**src/rtl/imm_gen_pipe.sv**
```systemverilog
// RV32I immediate generator with a 2-entry skid FIFO between a valid/ready
// input and a valid/ready output; immediates are decoded on acceptance.
module imm_gen_pipe #(
  parameter int unsigned XLEN  = 32,
  parameter int unsigned TAG_W = 5
) (
  input  logic             clk,
  input  logic             reset,
  input  logic             Flush,
  input  logic             InValid,
  output logic             InReady,
  input  logic [31:0]      Instr,
  input  logic [2:0]       ImmSrc,
  input  logic [TAG_W-1:0] Tag,
  output logic             OutValid,
  input  logic             OutReady,
  output logic [XLEN-1:0]  ImmExt,
  output logic [TAG_W-1:0] TagOut,
  output logic             IllegalImm
);

  typedef enum logic [1:0] {
    ST_EMPTY,
    ST_ONE,
    ST_TWO
  } state_e;

  typedef struct packed {
    logic [XLEN-1:0]  imm;
    logic [TAG_W-1:0] tag;
    logic             illegal;
  } entry_t;

  localparam logic [2:0] SRC_I     = 3'b000;
  localparam logic [2:0] SRC_S     = 3'b001;
  localparam logic [2:0] SRC_B     = 3'b010;
  localparam logic [2:0] SRC_J     = 3'b011;
  localparam logic [2:0] SRC_U     = 3'b100;
  localparam logic [2:0] SRC_SHAMT = 3'b101;
  localparam logic [2:0] SRC_ZIMM  = 3'b110;

  state_e state_q, state_d;
  entry_t head_q, head_d;
  entry_t tail_q, tail_d;

  logic [31:0]     asm_imm;
  logic [XLEN-1:0] dec_imm;
  logic            dec_ill;
  entry_t          new_entry;
  logic            push;
  logic            pop;

  // Opcode bits carry no immediate content.
  logic unused_opcode;
  assign unused_opcode = ^Instr[6:0];

  // Signed formats are assembled to 32 bits first, then sign-extended to XLEN.
  always_comb begin
    asm_imm = '0;
    dec_imm = '0;
    dec_ill = 1'b0;
    unique case (ImmSrc)
      SRC_I: begin
        asm_imm = {{20{Instr[31]}}, Instr[31:20]};
        dec_imm = XLEN'(signed'(asm_imm));
      end
      SRC_S: begin
        asm_imm = {{20{Instr[31]}}, Instr[31:25], Instr[11:7]};
        dec_imm = XLEN'(signed'(asm_imm));
      end
      SRC_B: begin
        asm_imm = {{19{Instr[31]}}, Instr[31], Instr[7], Instr[30:25], Instr[11:8], 1'b0};
        dec_imm = XLEN'(signed'(asm_imm));
      end
      SRC_J: begin
        asm_imm = {{11{Instr[31]}}, Instr[31], Instr[19:12], Instr[20], Instr[30:21], 1'b0};
        dec_imm = XLEN'(signed'(asm_imm));
      end
      SRC_U: begin
        asm_imm = {Instr[31:12], 12'b0};
        dec_imm = XLEN'(signed'(asm_imm));
      end
      SRC_SHAMT: begin
        if (XLEN == 64) begin
          dec_imm = XLEN'(Instr[25:20]);
        end else begin
          dec_imm = XLEN'(Instr[24:20]);
          dec_ill = Instr[25];
        end
      end
      SRC_ZIMM: begin
        dec_imm = XLEN'(Instr[19:15]);
      end
      default: begin
        dec_imm = '0;
        dec_ill = 1'b1;
      end
    endcase
  end

  always_comb begin
    new_entry.imm     = dec_imm;
    new_entry.tag     = Tag;
    new_entry.illegal = dec_ill;
  end

  assign InReady  = (state_q != ST_TWO);
  assign OutValid = (state_q != ST_EMPTY);
  assign push     = InValid && InReady;
  assign pop      = OutValid && OutReady;

  // Head always holds the oldest entry; tail is only occupied in ST_TWO.
  always_comb begin
    state_d = state_q;
    head_d  = head_q;
    tail_d  = tail_q;
    if (Flush) begin
      state_d = ST_EMPTY;
    end else begin
      unique case (state_q)
        ST_EMPTY: begin
          if (push) begin
            head_d  = new_entry;
            state_d = ST_ONE;
          end
        end
        ST_ONE: begin
          if (push && pop) begin
            head_d = new_entry;
          end else if (push) begin
            tail_d  = new_entry;
            state_d = ST_TWO;
          end else if (pop) begin
            state_d = ST_EMPTY;
          end
        end
        ST_TWO: begin
          if (pop) begin
            head_d  = tail_q;
            state_d = ST_ONE;
          end
        end
        default: begin
          state_d = ST_EMPTY;
        end
      endcase
    end
  end

  always_ff @(posedge clk) begin
    if (reset) begin
      state_q <= ST_EMPTY;
      head_q  <= '0;
      tail_q  <= '0;
    end else begin
      state_q <= state_d;
      head_q  <= head_d;
      tail_q  <= tail_d;
    end
  end

  assign ImmExt     = OutValid ? head_q.imm     : '0;
  assign TagOut     = OutValid ? head_q.tag     : '0;
  assign IllegalImm = OutValid ? head_q.illegal : 1'b0;

endmodule

```
**config.mk**
```make
export PLATFORM = sky130hd
export DESIGN_NAME = imm_gen_pipe
export DESIGN_NICKNAME = d
export VERILOG_FILES = /design/src/rtl/imm_gen_pipe.sv
export SDC_FILE = /design/constraint.sdc
export NUM_CORES = 1
export LEC_CHECK = 0
export BUFFER_PORTS_ARGS = -buffer_cell sky130_fd_sc_hd__buf_2
export CAP_MARGIN = 5
export CORE_UTILIZATION = 40
export CTS_CLUSTER_SIZE = 30
export DETAILED_ROUTE_END_ITERATION = 16
export PLACE_DENSITY = 0.74
export RECOVER_POWER = 50
export SYNTH_ARGS = -nofsm -noshare
export SYNTH_HDL_FRONTEND = slang
export SYNTH_SLANG_ARGS = --single-unit
```
**constraint.sdc**
```tcl
create_clock -name clk -period 1.6 [get_ports clk]
set_input_delay 0.24 -clock clk [delete_from_list [all_inputs] [get_ports clk]]
set_output_delay 0.24 -clock clk [all_outputs]
set_load 0.02 [all_outputs]
```
# ---- Yosys cells after proc, flatten, opt, wreduce, memory -nomap -nowiden
# Index checks and enable logic that the tools add are counted.
dict set report word_totals {
  ff_bits 78
  output_inout_bits 40
}
dict set report op_classes {
  eq_ne 14
  n_mux 15
  n_bitwise 2
  reduce_logical 12
}
# cell n
set op_table {}
lappend op_table {{$pmux 32 s7} 1}
lappend op_table {{$mux 38} 3}
lappend op_table {{$pmux 38 s3} 1}
lappend op_table {{$mux 32} 1}
lappend op_table {{$mux 2} 5}
lappend op_table {{$ne 2x2->1 const B} 5}
lappend op_table {{$eq 3x3->1 const B} 3}
lappend op_table {{$reduce_and 4->1} 2}
lappend op_table {{$eq 3x2->1 const B} 2}
lappend op_table {{$pmux 2 s3} 1}
lappend op_table {{$reduce_or 6->1} 1}
lappend op_table {{$mux 5} 1}
lappend op_table {{$reduce_and 5->1} 1}
lappend op_table {{$eq 3x1->1 const B} 1}
lappend op_table {{$logic_and 1x1->1} 3}
lappend op_table {{$logic_not 3->1} 1}
lappend op_table {{$ne 3x3->1 const B} 1}
lappend op_table {{$reduce_bool 3->1} 1}
lappend op_table {{$eq 2x1->1 const B} 1}
lappend op_table {{$eq 2x2->1 const B} 1}
lappend op_table {{$logic_not 2->1} 1}
lappend op_table {{$not 1->1} 2}
lappend op_table {{$pmux 1 s2} 1}
lappend op_table {{$reduce_bool 2->1} 1}
lappend op_table {{2 further kinds} 2}

# ---- Depth between registers and ports, before layout
# Gate-level depths: netlist of the first run.
dict set report logic_depth {
  depth_word 6
  ltp_mapped 7
  ltp_nobuf 4
}

# ---- Worst setup path after synthesis of the first run
# No wires, ideal clock.
dict set report synth_timing {
  kind {reg2reg}
  start {register state_q[0]}
  end {register head_q[37] (netlist name)}
  setup_ns 0.091
  arrival_ns 1.436
  setup_slack_ns 0.073
  stages_incl_launch_ff 7
  path_buffers 2
  cell_sequence {dfxtp_1 -> nor2b_1 -> buf_2 -> inv_2 -> clkbuf_1 -> nand2_1 -> a311oi_1}
}
dict set report synth_via {
  elab_chain_len 5
}
# item line
set synth_rtl {}
lappend synth_rtl {{start: declaration} 42} ;# state_e state_q, state_d;
lappend synth_rtl {{start signal: assignment} 156} ;# state_q <= state_d;
lappend synth_rtl {{$ne 2x2->1 *} 107} ;# assign InReady = (state_q != ST_TWO);
lappend synth_rtl {{via InReady} 11} ;# output logic InReady,
lappend synth_rtl {{$logic_and 1x1->1 *} 109} ;# assign push = InValid && InReady;
lappend synth_rtl {{$logic_and 1x1->1} 128} ;# if (push && pop) begin
lappend synth_rtl {{$ne 2x2->1 (no line)} --}
lappend synth_rtl {{$reduce_and 5->1 (no line) *} --}
lappend synth_rtl {{end signal: assignment} 153} ;# head_q <= '0;
lappend synth_rtl {{end signal: assignment} 157} ;# head_q <= head_d;
lappend synth_rtl {{end: declaration} 43} ;# entry_t head_q, head_d;
# The timed path passes the listed nets; every way through them passes the cells marked *.
# A chain may end at the register's enable or synchronous reset.

# ---- Final worst setup path of the first run
dict set report layout_timing {
  start {register state_q[1]}
  end {output port ImmExt[18]}
}
dict set report layout_via {
  elab_chain_len 2
}
# item line
set layout_rtl {}
lappend layout_rtl {{$reduce_bool 2->1} 108} ;# assign OutValid = (state_q != ST_EMPTY);
lappend layout_rtl {{$mux 32} 162} ;# assign ImmExt = OutValid ? head_q.imm : '0;
lappend layout_rtl {{end: declaration} 17} ;# output logic [XLEN-1:0] ImmExt,
# Every way passes these cells.

==> results of run 1 <==
==> repair_timing <==
item / CTS / global route
setup endpoints to repair: 50 / 79
resized for setup: 23 / 62
cloned: 1 / 4
pin swaps: 0 / 8
setup buffers: 2 / 2
hold buffers: 0 / 0
==> synthesized netlist by cell type, drive strengths merged (2+ instances only) <==
master,number
a211oi,18
a21oi,38
a311oi,7
and2,7
and3b,4
buf,25
clkbuf,25
dfxtp,78
inv,2
mux2,4
mux2i,7
nand2,56
nand2b,12
nand3b,12
nand4,8
nand4b,13
nor2,55
nor2b,41
nor3,30
nor3b,11
o2111ai,2
o211ai,13
o21ai,2
o221ai,10
or3,3
or3b,2
or4bb,8
==> metrics by stage <==
stage / cell area [sq um] / total power [mW] / setup WS, ns / utilization
after global routing: 5310 / 4.46 / -0.160 / 0.541
final: 5310 / 4.29 / -0.114 / 0.541
after floorplan: 4080 / 2.51 / 0.0731 / -
after global placement: 4690 / 2.72 / -0.00402 / 0.478
after detailed placement: 4690 / 2.74 / -0.0886 / 0.478
after CTS: 5000 / 4.22 / -0.0637 / 0.509
==> state kept, by name (all words and copies together), names as in the netlist <==
register	count
head_q	38
state_q	2
tail_q	38
==> worst min-delay path by stage <==
stage	from	end	depth (start not counted)
finish	Tag[2]	tail_q[3]$_SDFFE_PP0P_	3
floorplan	Flush	state_q[0]$_SDFFE_PP0P_	1
global route	Tag[0]	tail_q[1]$_SDFFE_PP0P_	3
detailed placement	head_q[32]$_SDFFE_PP0P_	head_q[32]$_SDFFE_PP0P_	2
CTS	OutReady	state_q[1]$_SDFFE_PP0P_	2
global placement	head_q[29]$_SDFFE_PP0P_	head_q[29]$_SDFFE_PP0P_	2
==> routing by layer <==
layer / vias up / wire length, um / GRT usage
met1: 1882 / 5090 / 0.278
met5: - / 0 / 0
li1: 1922 / - / -
met2: 125 / 5760 / 0.340
met3: 21 / 622 / 0.0373
met4: 0 / 264 / 0.0953
==> logic make-up after synthesis <==
| kind of cell | Yosys count | share of synthesized area |
|---|---|---|
| mux | 11 | 0.0282 |
| simple gates | 264 | 0.359 |
| compound gates | 96 | 0.169 |
| buf+inv | 52 | 0.0564 |
| xor+xnor | 1 | 0.00399 |
| flops | 78 | 0.383 |
==> layout make-up <==
class	instances	area, sq um	area share
multi-input combinational	372	2400	0.453
clock inverter	4	47.5	0.00896
tap	133	166	0.0314
sequential	78	1570	0.295
timing repair buffer	111	971	0.183
clock buffer	11	141	0.0266
inverter	2	10.0	0.00189
==> power groups by stage <==
stage,Sequential (mW),Clock [mW],Combinational (mW)
floorplan,2.09,0,0.423
global placement,2.09,0,0.622
detailed placement,2.10,0,0.638
CTS,2.05,1.49,0.678
global route,2.06,1.57,0.820
finish,2.05,1.47,0.759
==> critical path, cell delays in order (launching register included) <==
cell and delay, ns:
dfxtp_2 0.38, buf_6 0.12, nor2_4 0.04, buf_12 0.13
clkbuf_16 0.16, nor2b_1 0.13, buf_4 0.16
==> flow_metrics.py, run 1 <==
metrics = {
    "floorplanning": {
        "die_area_sq_mm": 0.0106,
        "ioPinCount": 85,
        "core-area_sq_mm": 0.00982,
        "num_rows": 36,
        "die_h_um": 103,
        "die_w_um": 103,
        "start_util": 0.416,
    },
    "logic_synthesis": {
        "yosysSeqAreaShare": 0.383,
        "synth_top_area_frac": 0.383,
        "synth_fp_nets": 547,
        "avgSynthCellArea_sq_um": 8.13,
        "synth-seq-cells": 78,
        "synth_area_sq_mm": 0.00408,
        "synthFlopType": "dfxtp_1",
        "synth_edf_count": 0,
        "synth_top_area_cell": "dfxtp_1",
        "ys.warnings.count": 0,
        "synth_area_leaders": "dfxtp_1, nor2b_1, nand2_1",
        "synth_cells": 502,
        "synthDistinctLibCells": 42,
        "async_reset_ff_frac": 0,
    },
    "timing": {
        "timing.hold.ws_ns": 0.134,
        "skew_ns": 0.00843,
        "setup_tns_ns": -2.90,
        "slew-limit-headroom": 0.630,
        "setup_viol": 55,
        "worst_slew_pin_slew_ns": 0.548,
        "fmax_mhz": 584,
        "worst_slack_ns": -0.114,
        "grt_setup_unrepaired": "true",
        "drv_slew": 0,
        "min_period_over_period": 1.07,
        "period_needed_ns": 1.71,
        "hold_viol": 0,
    },
    "detailed_routing": {
        "ant_nets": 0,
        "drtPass1Iterations": 6,
        "drc": 0,
        "wl_mm": 11.7,
        "drtIter0Drc": 230,
        "dr_total_vias": 3950,
        "wl_per_cell_um": 16.5,
        "viasPerCell": 5.56,
    },
    "global_route": {
        "track_usage": 0.212,
        "grt_pass1_wl_mm": 17.4,
        "grt_pass1_vias": 3501,
        "antenna_found_initial": 0,
        "grt_overflow_total": 0,
        "grt_max_degree": 84,
    },
    "layout": {
        "antenna_cells": 0,
        "fin_nets": 619,
        "layout.cells.non_filler": 711,
        "drive_gt1_frac": 0.289,
        "n_fill_cell": 911,
        "syn_to_final_growth_pct": 30.1,
        "layout_commonest_cell": "dfxtp_1",
        "final_cell_mix": "dfxtp_1, nand2_1, nor2_1, buf_4, buf_2",
    },
    "power": {
        "p_per_area_mw_per_mm2": 808,
        "combPwrFrac": 0.177,
        "power_switching_share": 0.272,
        "p_clk_frac": 0.343,
        "p_int_mw": 3.12,
        "pwr-share-seq": 0.479,
        "ir_drop_uv": 336,
        "switchingPower_mw": 1.17,
        "p_leak_nw": 1.95,
    },
    "placed_design": {
        "dp_cells": 687,
        "place_congestion": 0.815,
        "port_buffers": 77,
        "hpwl_mm": 7.15,
    },
    "clock_tree": {
        "cts_buffer_depth": 2,
        "htreeDepth": 3,
        "root_buffer": "clkbuf_8",
        "numCtsBuffers": 9,
        "clock_latency_ns": 0.35,
        "clkTransAtPathRegs_ns": 0.08,
        "cts_tree": "yes",
        "clkSinkCount": 78,
    },
    "worst_setup_path": {
        "reg2reg_depth": 6,
        "startpoint": "state_q[1]$_SDFFE_PP0P_",
        "path_class": "flip-flop to primary output",
        "endpoint": "ImmExt[18]",
        "r2r_slack_ns": -0.04,
        "start_kind": "flip-flop",
        "r2r_start": "state_q[1]$_SDFFE_PP0P_",
        "cp_data_arrival_time_ns": 1.47,
        "r2r-end": "head_q[3]$_SDFFE_PP0P_",
        "cp-end-kind": "primary output",
        "crit_required_ns": 1.36,
        "critPathMaxFanout": 8,
    },
    "run": {
        "max-cap-violations": 0,
    },
    "status": {
        "outcome": "complete, but fails checks",
        "violations": "negative setup slack",
    },
    "min_path": {
        "hold_path.class": "input pin to flip-flop",
    },
}
Power figures use the tool's default switching activity.
==> run 2, diff against run 1 <==
==> constraint.sdc (replaced) <==
create_clock -name clk -period 1.4 [get_ports clk]
set_input_delay 0.21 -clock clk [delete_from_list [all_inputs] [get_ports clk]]
set_output_delay 0.21 -clock clk [all_outputs]
set_load 0.02 [all_outputs]
==> run 2 against run 1 <==
The run still ends with negative setup slack left. Clock-buffer cell count unchanged. Clock power increased by 45%. Flip-flop and latch count unchanged. Clock skew increased by 0.0065 ns. Global-route usage increased by 4.4 points. Utilization increased by 9.5 points. Combinational power increased by 38%. Register-to-register slack got worse by 0.34 ns. Via count increased by 18%. Final cell count increased by 5.2%. Wire length increased by 40%. Largest power group unchanged.
==> flow_metrics.py, run 2 (synthesis gave the netlist of run 1 again) <==
metrics = {
    "floorplanning": {
        "num_rows": 36,
        "die_h_um": 103,
        "start_util": 0.416,
        "die_area_sq_mm": 0.0106,
        "ioPinCount": 85,
        "die_w_um": 103,
        "core-area_sq_mm": 0.00982,
    },
    "timing": {
        "slew-limit-headroom": 0.528,
        "worst_slack_ns": -0.385,
        "worst_slew_pin_slew_ns": 0.707,
        "setup_viol": 116,
        "hold_viol": 0,
        "drv_slew": 0,
        "setup_tns_ns": -24.34,
        "grt_setup_unrepaired": "true",
        "skew_ns": 0.0149,
        "fmax_mhz": 560,
        "period_needed_ns": 1.78,
        "min_period_over_period": 1.27,
    },
    "worst_setup_path": {
        "start_kind": "flip-flop",
        "slowest_delay_ns": 0.36,
        "path_class": "flip-flop to flip-flop",
        "cp-end-kind": "flip-flop",
        "cp_data_arrival_time_ns": 2.02,
        "crit_chain": "mux2i_2 > buf_4 > o32ai_4 > buf_6 > buf_12 > nor2_1 > a311oi_1",
        "critPathMaxFanout": 11,
        "crit_required_ns": 1.64,
        "crit_path_top_delay_cell": "dfxtp_2",
    },
    "global_route": {
        "antenna_found_initial": 0,
        "grt_pass1_wl_mm": 20.8,
        "grt_pass1_vias": 4160,
        "track_usage": 0.256,
        "grt_overflow_total": 0,
        "grt_max_degree": 52,
    },
    "detailed_routing": {
        "wl_per_cell_um": 22.0,
        "ant_nets": 0,
        "wl_mm": 16.4,
        "dr_total_vias": 4676,
        "drtIter0Drc": 454,
        "drc": 0,
        "viasPerCell": 6.25,
        "drtPass1Iterations": 5,
    },
    "layout": {
        "utilization": 0.635,
        "final_cell_mix": "dfxtp_1, buf_2, nor2b_1, nand2_1, buf_4",
        "layout_commonest_cell": "dfxtp_1",
        "antenna_cells": 0,
        "drive_gt1_frac": 0.459,
        "syn_to_final_growth_pct": 52.9,
        "fin_nets": 655,
        "top_regs": "head_q x38, tail_q x38, state_q x2",
        "ff_latch_area_sq_mm": 0.00156,
        "multi_input_area_sq_mm": 0.00290,
        "layout.cells.non_filler": 748,
        "n_fill_cell": 712,
    },
    "clock_tree": {
        "clkTransAtPathRegs_ns": 0.09,
        "root_buffer": "clkbuf_8",
        "numCtsBuffers": 9,
        "clkSinkCount": 78,
        "htreeDepth": 3,
        "cts_tree": "yes",
        "clock_latency_ns": 0.36,
        "cts_buffer_depth": 2,
    },
    "run": {
        "max-cap-violations": 0,
    },
    "placed_design": {
        "hpwl_mm": 7.65,
        "dp_cells": 705,
        "place_congestion": 0.800,
        "port_buffers": 77,
    },
    "power": {
        "ir_drop_uv": 423,
        "finalPower_mw": 5.54,
        "p_per_area_mw_per_mm2": 889,
        "p_leak_nw": 2.41,
    },
    "status": {
        "outcome": "complete, but fails checks",
        "violations": "negative setup slack",
    },
    "min_path": {
        "hold_path.class": "input pin to flip-flop",
    },
}
run 2: changes by cell type in the layout (fill, tap and decap cells not counted), sizes merged:
cell    previous run  this run
buf              107       140
bufinv             1         3
clkbuf            15        17
bufbuf             0         1
clkinv             2         1
run 2: where the power goes:
| group | internal, mW | switching, mW | total [mW] |
|---|---|---|---|
| logic | 0.458 | 0.590 | 1.05 |
| registers | 2.31 | 0.0588 | 2.36 |
| clock network | 1.24 | 0.893 | 2.13 |
| total | 4.00 | 1.54 | 5.54 |
run 2: what timing repair did:
action                     4_1_cts  5_1_grt
pin swaps                       22       53
cloned                           8        7
setup endpoints to repair      111      117
gates resized for setup         49      120
hold buffers                     0        0
buffers inserted                10        3
run 2: through the flow:
step	instance area (sq um)	hold WS [ns]	worst slack, ns
floorplan	4110	0.279	-0.00956
global route	6240	0.114	-0.429
CTS	5580	0.0955	-0.238
finish	6240	0.112	-0.385
global placement	4870	0.438	-0.113
detailed placement	4870	0.442	-0.180
run 2: final timing paths:
| kind | slack, ns | from | depth (start not counted) | endpoint |
|---|---|---|---|---|
| setup / recovery | -0.38 | state_q[1]$_SDFFE_PP0P_ | 7 | head_q[0]$_SDFFE_PP0P_ |
| setup reg to reg | -0.38 | state_q[1]$_SDFFE_PP0P_ | 7 | head_q[0]$_SDFFE_PP0P_ |
| hold / removal | 0.11 | OutReady | 2 | state_q[1]$_SDFFE_PP0P_ |
| hold reg to reg | 0.47 | tail_q[13]$_SDFFE_PP0P_ | 2 | tail_q[13]$_SDFFE_PP0P_ |
run 2: area by class of cell:
class                   instances  area share
repair buffers                147       0.217
clock inverters                 5      0.0171
flip-flops and latches         78       0.251
clock buffers                  11      0.0227
inverters                       2     0.00120
multi-input cells             372       0.465
well taps                     133      0.0267
run 2: per-layer routing:
layer | wire (um) | vias to the layer above | track usage
li1 | - | 2004 | -
met1 | 6150 | 2218 | 0.318
met2 | 7660 | 351 | 0.435
met3 | 1480 | 103 | 0.0386
met4 | 1150 | 0 | 0.122
met5 | 0 | - | 0
run 2: worst max-delay path: cells and delay by family (launching register included):
family	cells	cell delay (ns)
muxes	1	0.16
DFF	1	0.36
buffers and inverters	3	0.45
and+or+nand+nor	1	0.07
AOI/OAI and AO/OA	2	0.64
